### src/rtl/spi_sched_pkg.sv
// rtl/spi_sched_pkg.sv - shared types, defaults and helpers for the SPI transfer scheduler
package spi_sched_pkg;

    localparam int DEF_NUM_REQ      = 4;
    localparam int DEF_LEN_W        = 4;
    localparam int DEF_CS_SETUP_CYC = 2;
    localparam int DEF_CS_HOLD_CYC  = 2;
    localparam int DEF_CS_GAP_CYC   = 1;
    localparam int MAX_REQ          = 8;

    typedef enum logic [2:0] {
        ST_IDLE,
        ST_CS_SETUP,
        ST_BYTE_START,
        ST_BYTE_WAIT,
        ST_CS_HOLD,
        ST_CS_GAP
    } sched_state_e;

    // OR-reduction of set bit positions; exact only for one-hot inputs.
    function automatic logic [2:0] onehot_to_idx(input logic [MAX_REQ-1:0] oh);
        logic [2:0] idx;
        idx = '0;
        for (int i = 0; i < MAX_REQ; i++) begin
            if (oh[i]) begin
                idx = idx | 3'(i);
            end
        end
        return idx;
    endfunction

endpackage

### src/rtl/spi_rr_arbiter.sv
// rtl/spi_rr_arbiter.sv - round-robin winner search with registered pointer
module spi_rr_arbiter
    import spi_sched_pkg::*;
#(
    parameter int NUM_REQ = DEF_NUM_REQ,
    localparam int IDX_W  = $clog2(NUM_REQ)
) (
    input  logic               clk,
    input  logic               rst_n,
    input  logic [NUM_REQ-1:0] req,
    input  logic               update,
    output logic [IDX_W-1:0]   win_idx,
    output logic [NUM_REQ-1:0] win_oh
);

    logic [IDX_W-1:0] ptr_q;
    logic [IDX_W-1:0] ptr_d;
    logic [IDX_W-1:0] hi_idx;
    logic [IDX_W-1:0] lo_idx;
    logic             hi_hit;

    // Descending scan leaves the lowest set index at/after the pointer in hi_idx
    // and the lowest set index overall in lo_idx (used on wrap).
    always_comb begin
        hi_idx = '0;
        lo_idx = '0;
        hi_hit = 1'b0;
        for (int i = NUM_REQ - 1; i >= 0; i--) begin
            if (req[i]) begin
                lo_idx = IDX_W'(i);
                if (IDX_W'(i) >= ptr_q) begin
                    hi_idx = IDX_W'(i);
                    hi_hit = 1'b1;
                end
            end
        end
        win_idx = hi_hit ? hi_idx : lo_idx;
        win_oh  = NUM_REQ'(1) << win_idx;
        ptr_d   = ptr_q;
        if (update) begin
            ptr_d = (win_idx == IDX_W'(NUM_REQ - 1)) ? '0 : win_idx + IDX_W'(1);
        end
    end

    always_ff @(posedge clk or negedge rst_n) begin
        if (!rst_n) begin
            ptr_q <= '0;
        end else begin
            ptr_q <= ptr_d;
        end
    end

endmodule

### src/rtl/spi_xfer_sched.sv
// rtl/spi_xfer_sched.sv - arbitrates requesters onto one SPI byte engine with CS timing
module spi_xfer_sched
    import spi_sched_pkg::*;
#(
    parameter int NUM_REQ      = DEF_NUM_REQ,
    parameter int LEN_W        = DEF_LEN_W,
    parameter int CS_SETUP_CYC = DEF_CS_SETUP_CYC,
    parameter int CS_HOLD_CYC  = DEF_CS_HOLD_CYC,
    parameter int CS_GAP_CYC   = DEF_CS_GAP_CYC
) (
    input  logic                     clk,
    input  logic                     rst_n,
    input  logic [NUM_REQ-1:0]       req,
    input  logic [NUM_REQ*LEN_W-1:0] req_len,
    input  logic [NUM_REQ*8-1:0]     tx_data,
    output logic [NUM_REQ-1:0]       gnt,
    output logic                     tx_ready,
    output logic [7:0]               rx_data,
    output logic                     rx_valid,
    output logic                     xfer_done,
    output logic                     busy,
    output logic                     eng_start,
    output logic [7:0]               eng_tx,
    input  logic                     eng_done,
    input  logic [7:0]               eng_rx,
    output logic [NUM_REQ-1:0]       spi_cs_n
);

    localparam int IDX_W = $clog2(NUM_REQ);
    localparam logic [7:0] SETUP_LD = 8'(CS_SETUP_CYC - 1);
    localparam logic [7:0] HOLD_LD  = 8'(CS_HOLD_CYC - 1);
    localparam logic [7:0] GAP_LD   = 8'(CS_GAP_CYC - 1);

    sched_state_e       state_q, state_d;
    logic [NUM_REQ-1:0] gnt_q, gnt_d;
    logic [LEN_W-1:0]   cnt_q, cnt_d;
    logic [7:0]         tmr_q, tmr_d;
    logic               eng_start_q, eng_start_d;
    logic [7:0]         eng_tx_q, eng_tx_d;
    logic               tx_ready_q, tx_ready_d;
    logic [7:0]         rx_data_q, rx_data_d;
    logic               rx_valid_q, rx_valid_d;
    logic               xfer_done_q, xfer_done_d;

    logic               arb_update;
    logic [IDX_W-1:0]   win_idx;
    logic [NUM_REQ-1:0] win_oh;
    logic [IDX_W-1:0]   cur_idx;
    logic [LEN_W-1:0]   len_arr [NUM_REQ];
    logic [7:0]         tx_arr  [NUM_REQ];

    for (genvar g = 0; g < NUM_REQ; g++) begin : g_unpack
        assign len_arr[g] = req_len[g*LEN_W +: LEN_W];
        assign tx_arr[g]  = tx_data[g*8 +: 8];
    end

    assign cur_idx = IDX_W'(onehot_to_idx(MAX_REQ'(gnt_q)));

    spi_rr_arbiter #(
        .NUM_REQ (NUM_REQ)
    ) u_arb (
        .clk     (clk),
        .rst_n   (rst_n),
        .req     (req),
        .update  (arb_update),
        .win_idx (win_idx),
        .win_oh  (win_oh)
    );

    always_comb begin
        state_d     = state_q;
        gnt_d       = gnt_q;
        cnt_d       = cnt_q;
        tmr_d       = tmr_q;
        eng_start_d = 1'b0;
        eng_tx_d    = eng_tx_q;
        tx_ready_d  = 1'b0;
        rx_data_d   = rx_data_q;
        rx_valid_d  = 1'b0;
        xfer_done_d = 1'b0;
        arb_update  = 1'b0;
        unique case (state_q)
            ST_IDLE: begin
                if (|req) begin
                    gnt_d      = win_oh;
                    cnt_d      = len_arr[win_idx];
                    tmr_d      = SETUP_LD;
                    arb_update = 1'b1;
                    state_d    = ST_CS_SETUP;
                end
            end
            ST_CS_SETUP: begin
                if (tmr_q == '0) state_d = ST_BYTE_START;
                else             tmr_d   = tmr_q - 8'd1;
            end
            ST_BYTE_START: begin
                eng_start_d = 1'b1;
                eng_tx_d    = tx_arr[cur_idx];
                tx_ready_d  = 1'b1;
                state_d     = ST_BYTE_WAIT;
            end
            ST_BYTE_WAIT: begin
                if (eng_done) begin
                    rx_data_d  = eng_rx;
                    rx_valid_d = 1'b1;
                    if (cnt_q != '0) begin
                        cnt_d   = cnt_q - LEN_W'(1);
                        state_d = ST_BYTE_START;
                    end else begin
                        tmr_d   = HOLD_LD;
                        state_d = ST_CS_HOLD;
                    end
                end
            end
            ST_CS_HOLD: begin
                if (tmr_q == '0) begin
                    gnt_d       = '0;
                    xfer_done_d = 1'b1;
                    tmr_d       = GAP_LD;
                    state_d     = ST_CS_GAP;
                end else begin
                    tmr_d = tmr_q - 8'd1;
                end
            end
            ST_CS_GAP: begin
                if (tmr_q == '0) state_d = ST_IDLE;
                else             tmr_d   = tmr_q - 8'd1;
            end
            default: state_d = ST_IDLE;
        endcase
    end

    always_ff @(posedge clk or negedge rst_n) begin
        if (!rst_n) begin
            state_q     <= ST_IDLE;
            gnt_q       <= '0;
            cnt_q       <= '0;
            tmr_q       <= '0;
            eng_start_q <= 1'b0;
            eng_tx_q    <= 8'h00;
            tx_ready_q  <= 1'b0;
            rx_data_q   <= 8'h00;
            rx_valid_q  <= 1'b0;
            xfer_done_q <= 1'b0;
        end else begin
            state_q     <= state_d;
            gnt_q       <= gnt_d;
            cnt_q       <= cnt_d;
            tmr_q       <= tmr_d;
            eng_start_q <= eng_start_d;
            eng_tx_q    <= eng_tx_d;
            tx_ready_q  <= tx_ready_d;
            rx_data_q   <= rx_data_d;
            rx_valid_q  <= rx_valid_d;
            xfer_done_q <= xfer_done_d;
        end
    end

    // Chip-selects derive from the grant register so they can never disagree.
    assign gnt       = gnt_q;
    assign spi_cs_n  = ~gnt_q;
    assign busy      = (state_q != ST_IDLE);
    assign eng_start = eng_start_q;
    assign eng_tx    = eng_tx_q;
    assign tx_ready  = tx_ready_q;
    assign rx_data   = rx_data_q;
    assign rx_valid  = rx_valid_q;
    assign xfer_done = xfer_done_q;

endmodule

### config.mk
export PLATFORM = sky130hd
export DESIGN_NAME = spi_xfer_sched
export DESIGN_NICKNAME = d
export VERILOG_FILES = /design/src/rtl/spi_sched_pkg.sv /design/src/rtl/spi_rr_arbiter.sv /design/src/rtl/spi_xfer_sched.sv
export SDC_FILE = /design/constraint.sdc
export NUM_CORES = 1
export LEC_CHECK = 0
export CAP_MARGIN = 0
export CORE_ASPECT_RATIO = 1.4
export CORE_MARGIN = 2
export CORE_UTILIZATION = 40
export CTS_CLUSTER_DIAMETER = 120
export DETAILED_ROUTE_END_ITERATION = 16
export HOLD_SLACK_MARGIN = 0.05
export PLACE_DENSITY = 0.75
export SYNTH_ARGS = -nofsm -noshare
export SYNTH_HDL_FRONTEND = slang
export SYNTH_SLANG_ARGS = --single-unit
### constraint.sdc
create_clock -name clk -period 2.2 [get_ports clk]
set_clock_uncertainty 0.2 [all_clocks]
set_input_delay 0.22 -clock clk [delete_from_list [all_inputs] [get_ports clk]]
set_output_delay 0.22 -clock clk [all_outputs]
set_load 0.03 [all_outputs]
== Word level (Yosys, flattened, before mapping) ==
Cells that the tools add are included.
Storage, ports and cells
  register bits after elaboration: 40
  bits of input ports: 63
  output and inout port bits: 29
  word-level logic and storage cells: 109
Cells by class
  $add $sub $neg: 3
  magnitude comparators: 6
  equal/unequal tests: 14
  shift operators: 1
  mux-type cells: 58
  bitwise logic cells: 3
  reductions and logical operators: 14
Operators with widths (number)
  8-bit 2-to-1 mux: 7
  2-bit 2-to-1 mux: 16
  8-bit case mux with 4 select lines: 1
  4-bit 2-to-1 mux: 7
  3-bit 2-to-1 mux: 6
  3-bit case mux with 6 select lines: 1
  8-bit binary-select mux with 2-bit select: 1
  1-bit 2-to-1 mux: 16
  2-bit != test, second input constant: 8
  4-bit case mux with 2 select lines: 2
  5-bit AND reduction: 2
  4-bit binary-select mux with 2-bit select: 1
  8-bit zero test: 1
  4-bit nonzero test: 2
  8-bit by 1-bit subtractor with 8-bit output, second input constant: 1
  3-bit by 2-bit equality test with 1-bit output, second input constant: 2
  3-bit equality test, second input constant: 2
  3-bit >= comparator, second input constant: 2
  2-bit NOT with 3-bit output: 2
  1-bit by 2-bit >= comparator with 1-bit output, first input constant: 2
  2-bit >= comparator, first input constant: 2
  4-bit NOT: 1
  4-bit AND reduction: 1
  2-bit nonzero test: 2
  other kinds (11): 11

== Depth between registers and ports, before layout ==
Gate-level depths: netlist of run 1.
  word-level depth: 16
  mapped depth: 8
  mapped depth without buffers: 7

== Hierarchy ==
A second synthesis of run 1 with hierarchy kept.
Unflattened totals
  cells, all modules: 255
  area total of the unflattened synthesis: 2474.9 µm²
Modules (own cells, without submodules)
  spi_xfer_sched: instances 1, cells each 235, area each 2268.4 µm², sequential area each 950.9 µm²
  spi_rr_arbiter: instances 1, cells each 20, area each 206.4 µm², sequential area each 50.0 µm²

== Worst setup path before layout of run 1 ==
No wires, ideal clock.
  path kind: register -> register
  start: reg u_arb.ptr_q[0]
  end: reg cnt_q[0]
  library setup time: 126 ps
  arrival: 1890 ps
  data required time: 1874 ps
  path slack: -16 ps
  cell stages (with the launch flop): 6
  path buffers: 0
  period minus slack after synthesis: 2216 ps
  path through: dfrtp_1 > nor2b_1 > o21a_2 > nor3_4 > mux4_2 > a221o_1
Between the ends
  longest elaborated chain between the ends: 16
  elaborated cells on any way between the ends: 27
  those cells by class: 4 x order compare; 22 x mux; 1 x bitwise
Ends and longest elaborated chain
  start, declared: line spi_rr_arbiter.sv:16  | logic [IDX_W-1:0] ptr_q;
  start signal, assigned: line spi_rr_arbiter.sv:49  | ptr_q <= ptr_d;
  2-bit >= comparator: line spi_rr_arbiter.sv:31  | if (IDX_W'(i) >= ptr_q) begin
  2-bit 2-to-1 mux or 1-bit 2-to-1 mux (tied branches): line spi_rr_arbiter.sv:31
  2-bit 2-to-1 mux or 1-bit 2-to-1 mux (tied branches): line spi_rr_arbiter.sv:29  | if (req[i]) begin
  2-bit 2-to-1 mux or 1-bit 2-to-1 mux (tied branches): line spi_rr_arbiter.sv:31
  2-bit 2-to-1 mux or 1-bit 2-to-1 mux (tied branches): line spi_rr_arbiter.sv:29
  2-bit 2-to-1 mux or 1-bit 2-to-1 mux (tied branches): line spi_rr_arbiter.sv:31
  2-bit 2-to-1 mux or 1-bit 2-to-1 mux (tied branches): line spi_rr_arbiter.sv:29
  2-bit 2-to-1 mux or 1-bit 2-to-1 mux (tied branches): line spi_rr_arbiter.sv:31
  2-bit 2-to-1 mux or 1-bit 2-to-1 mux (tied branches): line spi_rr_arbiter.sv:29
  2-bit 2-to-1 mux *: line spi_rr_arbiter.sv:37  | win_idx = hi_hit ? hi_idx : lo_idx;
  2-bit NOT with 3-bit output (not written as such) *: line spi_xfer_sched.sv:86  | cnt_d = len_arr[win_idx];
  4-bit binary-select mux with 2-bit select *: line spi_xfer_sched.sv:86
  4-bit 2-to-1 mux (not written as such) * (2 in series): line spi_xfer_sched.sv:86
  4-bit 2-to-1 mux *: line spi_xfer_sched.sv:84  | if (|req) begin
  4-bit case mux with 2 select lines *: line spi_xfer_sched.sv:82  | unique case (state_q)
  end signal, assigned: line spi_xfer_sched.sv:148  | cnt_q <= cnt_d;
  end, declared: line spi_xfer_sched.sv:36  | logic [LEN_W-1:0] cnt_q, cnt_d;
Every way passes the cells marked *; elsewhere a longest branch is shown, timed or not. The select of a mux whose other input is x is not followed.
A chain may end at the register's enable or synchronous reset.

== Worst setup path after layout of run 1 ==
  start: reg cnt_q[0]
  end: reg tmr_q[6]
Between the ends
  longest elaborated chain between the ends: 3
Ends and longest elaborated chain
  4-bit nonzero test: line spi_xfer_sched.sv:106  | if (cnt_q != '0) begin
  2-bit != test (no line)
  5-bit AND reduction (no line)
  end signal, assigned: line spi_xfer_sched.sv:149  | tmr_q <= tmr_d;
  end, declared: line spi_xfer_sched.sv:37  | logic [7:0] tmr_q, tmr_d;
Every way passes these cells.

==> impl_metrics.tcl, run 1 <==
set metrics [dict create \
    htree_num_levels 2 \
    path_buf_inv 2 \
    cts.sinks 40 \
    ys.flop_type "dfrtp_1" \
    critical_path_class "flop to flop" \
    placed_cell_area_um2 3640 \
    grt.overflow.total 0 \
    period_minus_slack_ns 2.12 \
    stdcell_area_um2 3760 \
    syn_nets 338 \
    synth-seq-cells 40 \
    cts_buffers 5 \
    period_share_pct 96.5 \
    io_pins 92 \
    fp.dieW_um 70.6 \
    io_buffers 91 \
    p_per_area_nw_per_um2 1280 \
    arrival_ns 2.11 \
    area.growth.synth_to_final_pct 51.6 \
    final_net_count 453 \
    detail-route-antenna-nets 0 \
    routabilityCongestion 0.833 \
    fillers 536 \
    grt_usage_pct 20.8 \
    drt_iter0_drc 170 \
    syn_area_per_cell_um2 9.26 \
    core_area_um2 6130 \
    tightestPinTransition_ns 0.459 \
    hpwl_um 5400 \
    crit_family "simple AND/OR/NAND/NOR gates" \
    die_area_um2 6860 \
    drt_wl_total_um 6790 \
    fp.dieH_um 97.2 \
    leakagePower_nw 1.63 \
    antenna_cells 0 \
    antenna_found_initial 0 \
    vias 2439 \
    cts.clk_slew.worst_paths_ns 0.08 \
    min_path_type "input port to asynchronous set/reset pin" \
    maxCapViolations 0 \
    yosysSeqAreaShare_pct 40.3 \
    grt_pass1_vias 2508 \
    clockBufferDepth 2 \
    route.detailed.wl_per_inst_um 14.9 \
    ys.warnings.count 0 \
    cp-start-kind "flop" \
    slew_headroom_pct 69.4 \
    vdd_drop_max_uv 836 \
    start_util_pct 40.5 \
    path_cells "inv_1 > ha_1 > or3b_4 > nor3_2 > o21ai_1 > buf_4 > o21bai_1 > a22o_1" \
    fmax_mhz 471 \
    end_kind "flop" \
    synth.cell_area_um2 2480 \
    outcome "completed" \
    path_max_fanout 7 \
    setup_tns_ns 0 \
    grt_pass1_wl_um 11700 \
    clk_latency_ns 0.29 \
    slew_violations 0 \
    clock-root-buffer "clkbuf_8" \
    synthDistinctLibCells 57 \
    cp_slowest_stage_delay_ns 0.41 \
    rows 34 \
    drive_gt1_share_pct 16.7 \
    synth_edf_count 0 \
    drt-pass1-iter-count 4 \
    netlist_instances 268 \
    viasPerCell 5.35 \
    tritoncts "built" \
    grt_max_degree 18 \
    hold_viol 0 \
    cp.required_ns 2.19 \
    setup_violations 0 \
    async_flop_share_pct 100 \
    drc 0 \
    critPathSlowestCell "or3b_4" \
]
## what timing repair did
action / CTS / global route
setup endpoints to repair: 1 / 1
gates resized for setup: 1 / 2
buffers inserted: 0 / 1
endpoints found under the hold margin: 40 / 0
hold buffers: 1 / 0
## metal layers
metal  up-vias  part of all wire [%]  track usage [%]
met5         -                     0                0
met4         0                   2.4             5.95
met3        14                   3.0             2.90
met2        61                    54             38.4
met1      1158                    40             24.7
li1       1206                     -                -
## through the flow
| stage | setup WS [ns] | total power (W) | utilization (%) | hold WS, ns | std cells |
|---|---|---|---|---|---|
| detailed placement | -0.193 | 0.00422 | 59.4 | -0.0678 | 446 |
| CTS | 0.0203 | 0.00483 | 61.3 | 0.155 | 455 |
| global placement | -0.156 | 0.00415 | 59.4 | -0.0698 | 446 |
| floorplan | -0.0161 | 0.00310 | - | -0.276 | 268 |
| finish | 0.0761 | 0.00482 | 61.4 | 0.140 | 456 |
| global route | -0.00217 | 0.00520 | 61.4 | 0.173 | 456 |
## synth_stat cells (2+ instances only)
master	instances	area (µm²)
or2_2	2	12.5
or3b_2	2	17.5
a22o_1	14	123
o21bai_1	3	22.5
buf_2	2	10.0
a21oi_1	18	90.1
nor2_1	14	52.6
mux2_2	8	90.1
clkbuf_1	11	41.3
nand3b_1	2	15.0
dfrtp_1	40	1000
nand2_1	27	101
o211ai_1	2	15.0
o31ai_1	3	22.5
and3_1	3	18.8
inv_1	17	63.8
nor3_1	8	40.0
o22ai_1	4	25.0
nand4_1	2	12.5
or3_1	4	25.0
a211o_1	2	17.5
or4_1	2	15.0
o21ai_0	24	120
nand2b_1	2	12.5
ha_1	7	87.6
mux2i_1	13	130
nor2b_1	2	12.5
## state kept, by name, summed over array words and instances, names as in the netlist
register,cells
eng_tx,8
rx_data,8
tmr_q,8
cnt_q,4
gnt,4
state_q,3
u_arb.ptr_q,2
rx_valid,1
tx_ready,1
xfer_done,1
## worst register-to-register path: cells and delay by family (launching register included)
family,cells,cell delay (ns)
compound gates,3,0.47
fa+ha+maj,1,0.15
buf+inv,2,0.25
flops,1,0.40
simple gates,2,0.55
## cell families (layout without fill, tap and decap cells)
logic type      Yosys count  in the layout  share of synthesized area [%]
mux                      22             22                           9.78
fa+ha+maj                 7              7                           3.53
compound gates           87             87                           23.6
simple gates             81             81                           17.8
flops                    40             40                           40.3
buf+inv                  31            147                           4.94
## final cells by class
| type | count | area (µm²) | area share [%] |
|---|---|---|---|
| clock inverters | 2 | 35.0 | 0.931 |
| repair buffers | 122 | 1140 | 30.3 |
| multi-input cells | 197 | 1360 | 36.2 |
| well taps | 72 | 90.1 | 2.39 |
| clock buffers | 6 | 72.6 | 1.93 |
| flip-flops and latches | 40 | 1000 | 26.6 |
| inverters | 17 | 63.8 | 1.70 |
## final timing paths
check                      slack [ns]  cells past startpoint          to       from
hold / removal                   0.14                      2    tmr_q[6]      rst_n
max in group asynchronous        1.14                      3  rx_data[1]      rst_n
setup reg to reg                 0.08                      8    tmr_q[6]   cnt_q[0]
min in group clk                 0.28                      2   eng_tx[5]  eng_tx[5]
setup / recovery                 0.08                      8    tmr_q[6]   cnt_q[0]
hold reg to reg                  0.28                      2   eng_tx[5]  eng_tx[5]
## power by group
group          total (W)  switching (W)  internal [W]
Clock           0.000601       0.000264      0.000337
Sequential       0.00133       0.000283       0.00105
Combinational    0.00289        0.00154       0.00135
## placed cells by master, fill, tap and decap left out, types with 3 or more instances in the layout
cell type / instances
o21bai_1: 3
nand2_1: 27
buf_4: 30
nor3_1: 8
clkbuf_8: 5
or3_1: 4
nor2_1: 14
dfrtp_1: 40
inv_1: 16
o31ai_1: 3
ha_1: 7
a21oi_1: 18
mux2_2: 8
a22o_1: 14
and3_1: 3
clkdlybuf4s50_1: 89
o21ai_0: 24
o22ai_1: 4
mux2i_1: 13
(Power assumes the default switching activity.)
==> run 2: changes to the inputs <==
--- a/config.mk
+++ b/config.mk
@@ -5,12 +5,14 @@
 export SDC_FILE = /design/constraint.sdc
 export NUM_CORES = 1
 export LEC_CHECK = 0
+export ABC_CLOCK_PERIOD_IN_PS = 2200
 export CAP_MARGIN = 0
 export CORE_ASPECT_RATIO = 1.4
 export CORE_MARGIN = 2
-export CORE_UTILIZATION = 40
+export CORE_UTILIZATION = 57
 export CTS_CLUSTER_DIAMETER = 120
 export DETAILED_ROUTE_END_ITERATION = 16
+export DONT_BUFFER_PORTS = 1
 export HOLD_SLACK_MARGIN = 0.05
 export PLACE_DENSITY = 0.75
 export SYNTH_ARGS = -nofsm -noshare
==> run 2 against run 1 <==
Net effect:
- design area decreased by 19%
- clock-buffer cell count decreased by 1
- die area decreased by 28%
- global-route usage increased by 6.5 points
- sequential share of layout area increased by 6.5 points
- highest routed layer unchanged
==> impl_metrics.tcl, run 2 (synthesis results as in run 1) <==
set metrics [dict create \
    period_minus_slack_ns 2.11 \
    crit_family "simple AND/OR/NAND/NOR gates" \
    route.detailed.wl_per_inst_um 18.3 \
    min_path_type "input port to flop" \
    grt_usage_pct 27.2 \
    end_kind "flop" \
    reg2reg_slack_ns 0.09 \
    whs_ns 0.0543 \
    switchingPower_w 0.00203 \
    place_ws_ns 0.0786 \
    clk_latency_ns 0.30 \
    slew_headroom_pct 63.8 \
    maxCapViolations 0 \
    leakagePower_nw 1.34 \
    p_clk_share_pct 14.2 \
    start_util_pct 59.0 \
    rows 28 \
    rr_worst_depth 7 \
    viasPerCell 6.38 \
    stdcell_area_um2 3030 \
    cp_slowest_stage_delay_ns 0.43 \
    tightestPinTransition_ns 0.541 \
    power.internal_w 0.00227 \
    die_area_um2 4910 \
    outcome "completed" \
    cts.clk_slew.worst_paths_ns 0.08 \
    drive_gt1_share_pct 16.2 \
    final_cell_mix "39 x dfrtp_1, 29 x dlygate4sd3_1, 27 x nand2_1" \
    io_pins 92 \
    fp.dieW_um 59.8 \
    area.growth.synth_to_final_pct 22.1 \
    final_net_count 377 \
    drt_iter0_drc 139 \
    hold_path_end "eng_tx[7]" \
    cp.required_ns 2.19 \
    p_per_area_nw_per_um2 1420 \
    stdcell_count 353 \
    path_max_fanout 6 \
    setup_violations 0 \
    detail-route-antenna-nets 0 \
    cts.sinks 40 \
    fp.dieH_um 82.1 \
    hold_viol 0 \
    arrival_ns 2.10 \
    tritoncts "built" \
    setup_slack_ns 0.0896 \
    final_common_cell "dfrtp_1" \
    vdd_drop_max_uv 900 \
    clockBufferDepth 2 \
    seqPwrFrac_pct 39.6 \
    grt_pass1_vias 2193 \
    path_cells "inv_1 > ha_1 > or3b_1 > a22oi_2 > or2_4 > nor3_1 > a221o_1" \
    finalPower_w 0.00430 \
    min_from "tx_data[31]" \
    clock-root-buffer "clkbuf_8" \
    hold_depth 4 \
    cts_buffers 5 \
    htree_num_levels 2 \
    fmax_mhz 474 \
    grt_pass1_wl_um 10000 \
    drc 0 \
    drt-pass1-iter-count 4 \
    grt_max_degree 41 \
    routabilityCongestion 0.871 \
    cts.repair_timing.setup_buffer_count 0 \
    path_buf_inv 1 \
    r2r-end "cnt_q[0]" \
    grt.overflow.total 0 \
    critPathSlowestCell "dfrtp_1" \
    period_share_pct 95.9 \
    critical_path_class "flop to flop" \
    regToRegStartpoint "cnt_q[0]" \
    antenna_cells 0 \
    vias 2251 \
    placed_cells 315 \
    core_area_um2 4200 \
    power.share.switching_pct 47.3 \
    slew_violations 0 \
    antenna_found_initial 0 \
    io_buffers 0 \
    cp-start-kind "flop" \
    p_comb_share_pct 46.2 \
    rsz0062_at_grt "false" \
    placed_cell_area_um2 2600 \
    drt_wl_total_um 6460 \
    hpwl_um 4230 \
    fillers 320 \
]
run 2: cell types whose count changed in the layout (fill, tap and decap cells not counted), sizes merged:
| cell | before | now |
|---|---|---|
| buf | 31 | 17 |
| clkinv | 1 | 2 |
| clkbuf | 6 | 5 |
| clkdlybuf4s50 | 89 | 0 |
| dlygate4sd3 | 1 | 29 |
| dlygate4sd2 | 1 | 0 |
run 2: cell type report:
type	instances	area (µm²)	share of cell area [%]
Clock buffer	5	68.8	2.27
Timing Repair Buffer	46	430	14.2
Inverter	17	63.8	2.11
Tap cell	45	56.3	1.86
Sequential cell	40	1000	33.1
Multi-Input combinational cell	197	1360	44.9
Clock inverter	3	47.5	1.57
run 2: metal layers:
layer	track usage, %	routed length [µm]	vias up
met3	6.30	320	18
met5	0	0	-
li1	-	-	1058
met4	13.3	209	0
met1	31.0	2460	1088
met2	47.0	3470	87
run 2: metrics by stage:
stage,TNS (ns),utilization [%]
2_1_floorplan,-0.0161,-
3_3_place_gp,0,61.8
3_5_place_dp,0,61.8
4_1_cts,0,72.0
5_1_grt,0,72.1
6_report,0,72.1
run 2: repair_timing:
action                                 in CTS  in global routing
setup endpoints to repair                   0                  1
resized for setup                           0                  2
hold buffers                               30                  0
endpoints found under the hold margin      60                  0
run 2: power groups by stage:
| stage | logic (W) | clock network, W | registers [W] |
|---|---|---|---|
| floorplan | 0.00148 | 0 | 0.00161 |
| global placement | 0.00183 | 0 | 0.00169 |
| detailed placement | 0.00188 | 0 | 0.00171 |
| CTS | 0.00195 | 0.000619 | 0.00169 |
| global route | 0.00222 | 0.000659 | 0.00175 |
| finish | 0.00198 | 0.000612 | 0.00170 |
run 2: worst reg2reg max path, stage by stage (launching register included):
cell and delay, ns:
dfrtp_1 0.43, inv_1 0.10, ha_1 0.14, or3b_1 0.40, a22oi_2 0.22, or2_4 0.19
nor3_1 0.06, a221o_1 0.26
run 2: worst max-delay path by stage:
stage          endpoint  depth (start not counted)  slack (ns)           start
2_1_floorplan  cnt_q[0]                          5       -0.02  u_arb.ptr_q[0]
3_3_place_gp   cnt_q[0]                          5        0.12  u_arb.ptr_q[1]
3_5_place_dp   cnt_q[0]                          5        0.08  u_arb.ptr_q[1]
4_1_cts        cnt_q[0]                          5        0.06  u_arb.ptr_q[1]
5_1_grt        tmr_q[4]                          8        0.01        cnt_q[1]
6_report       cnt_q[0]                          7        0.09        cnt_q[0]
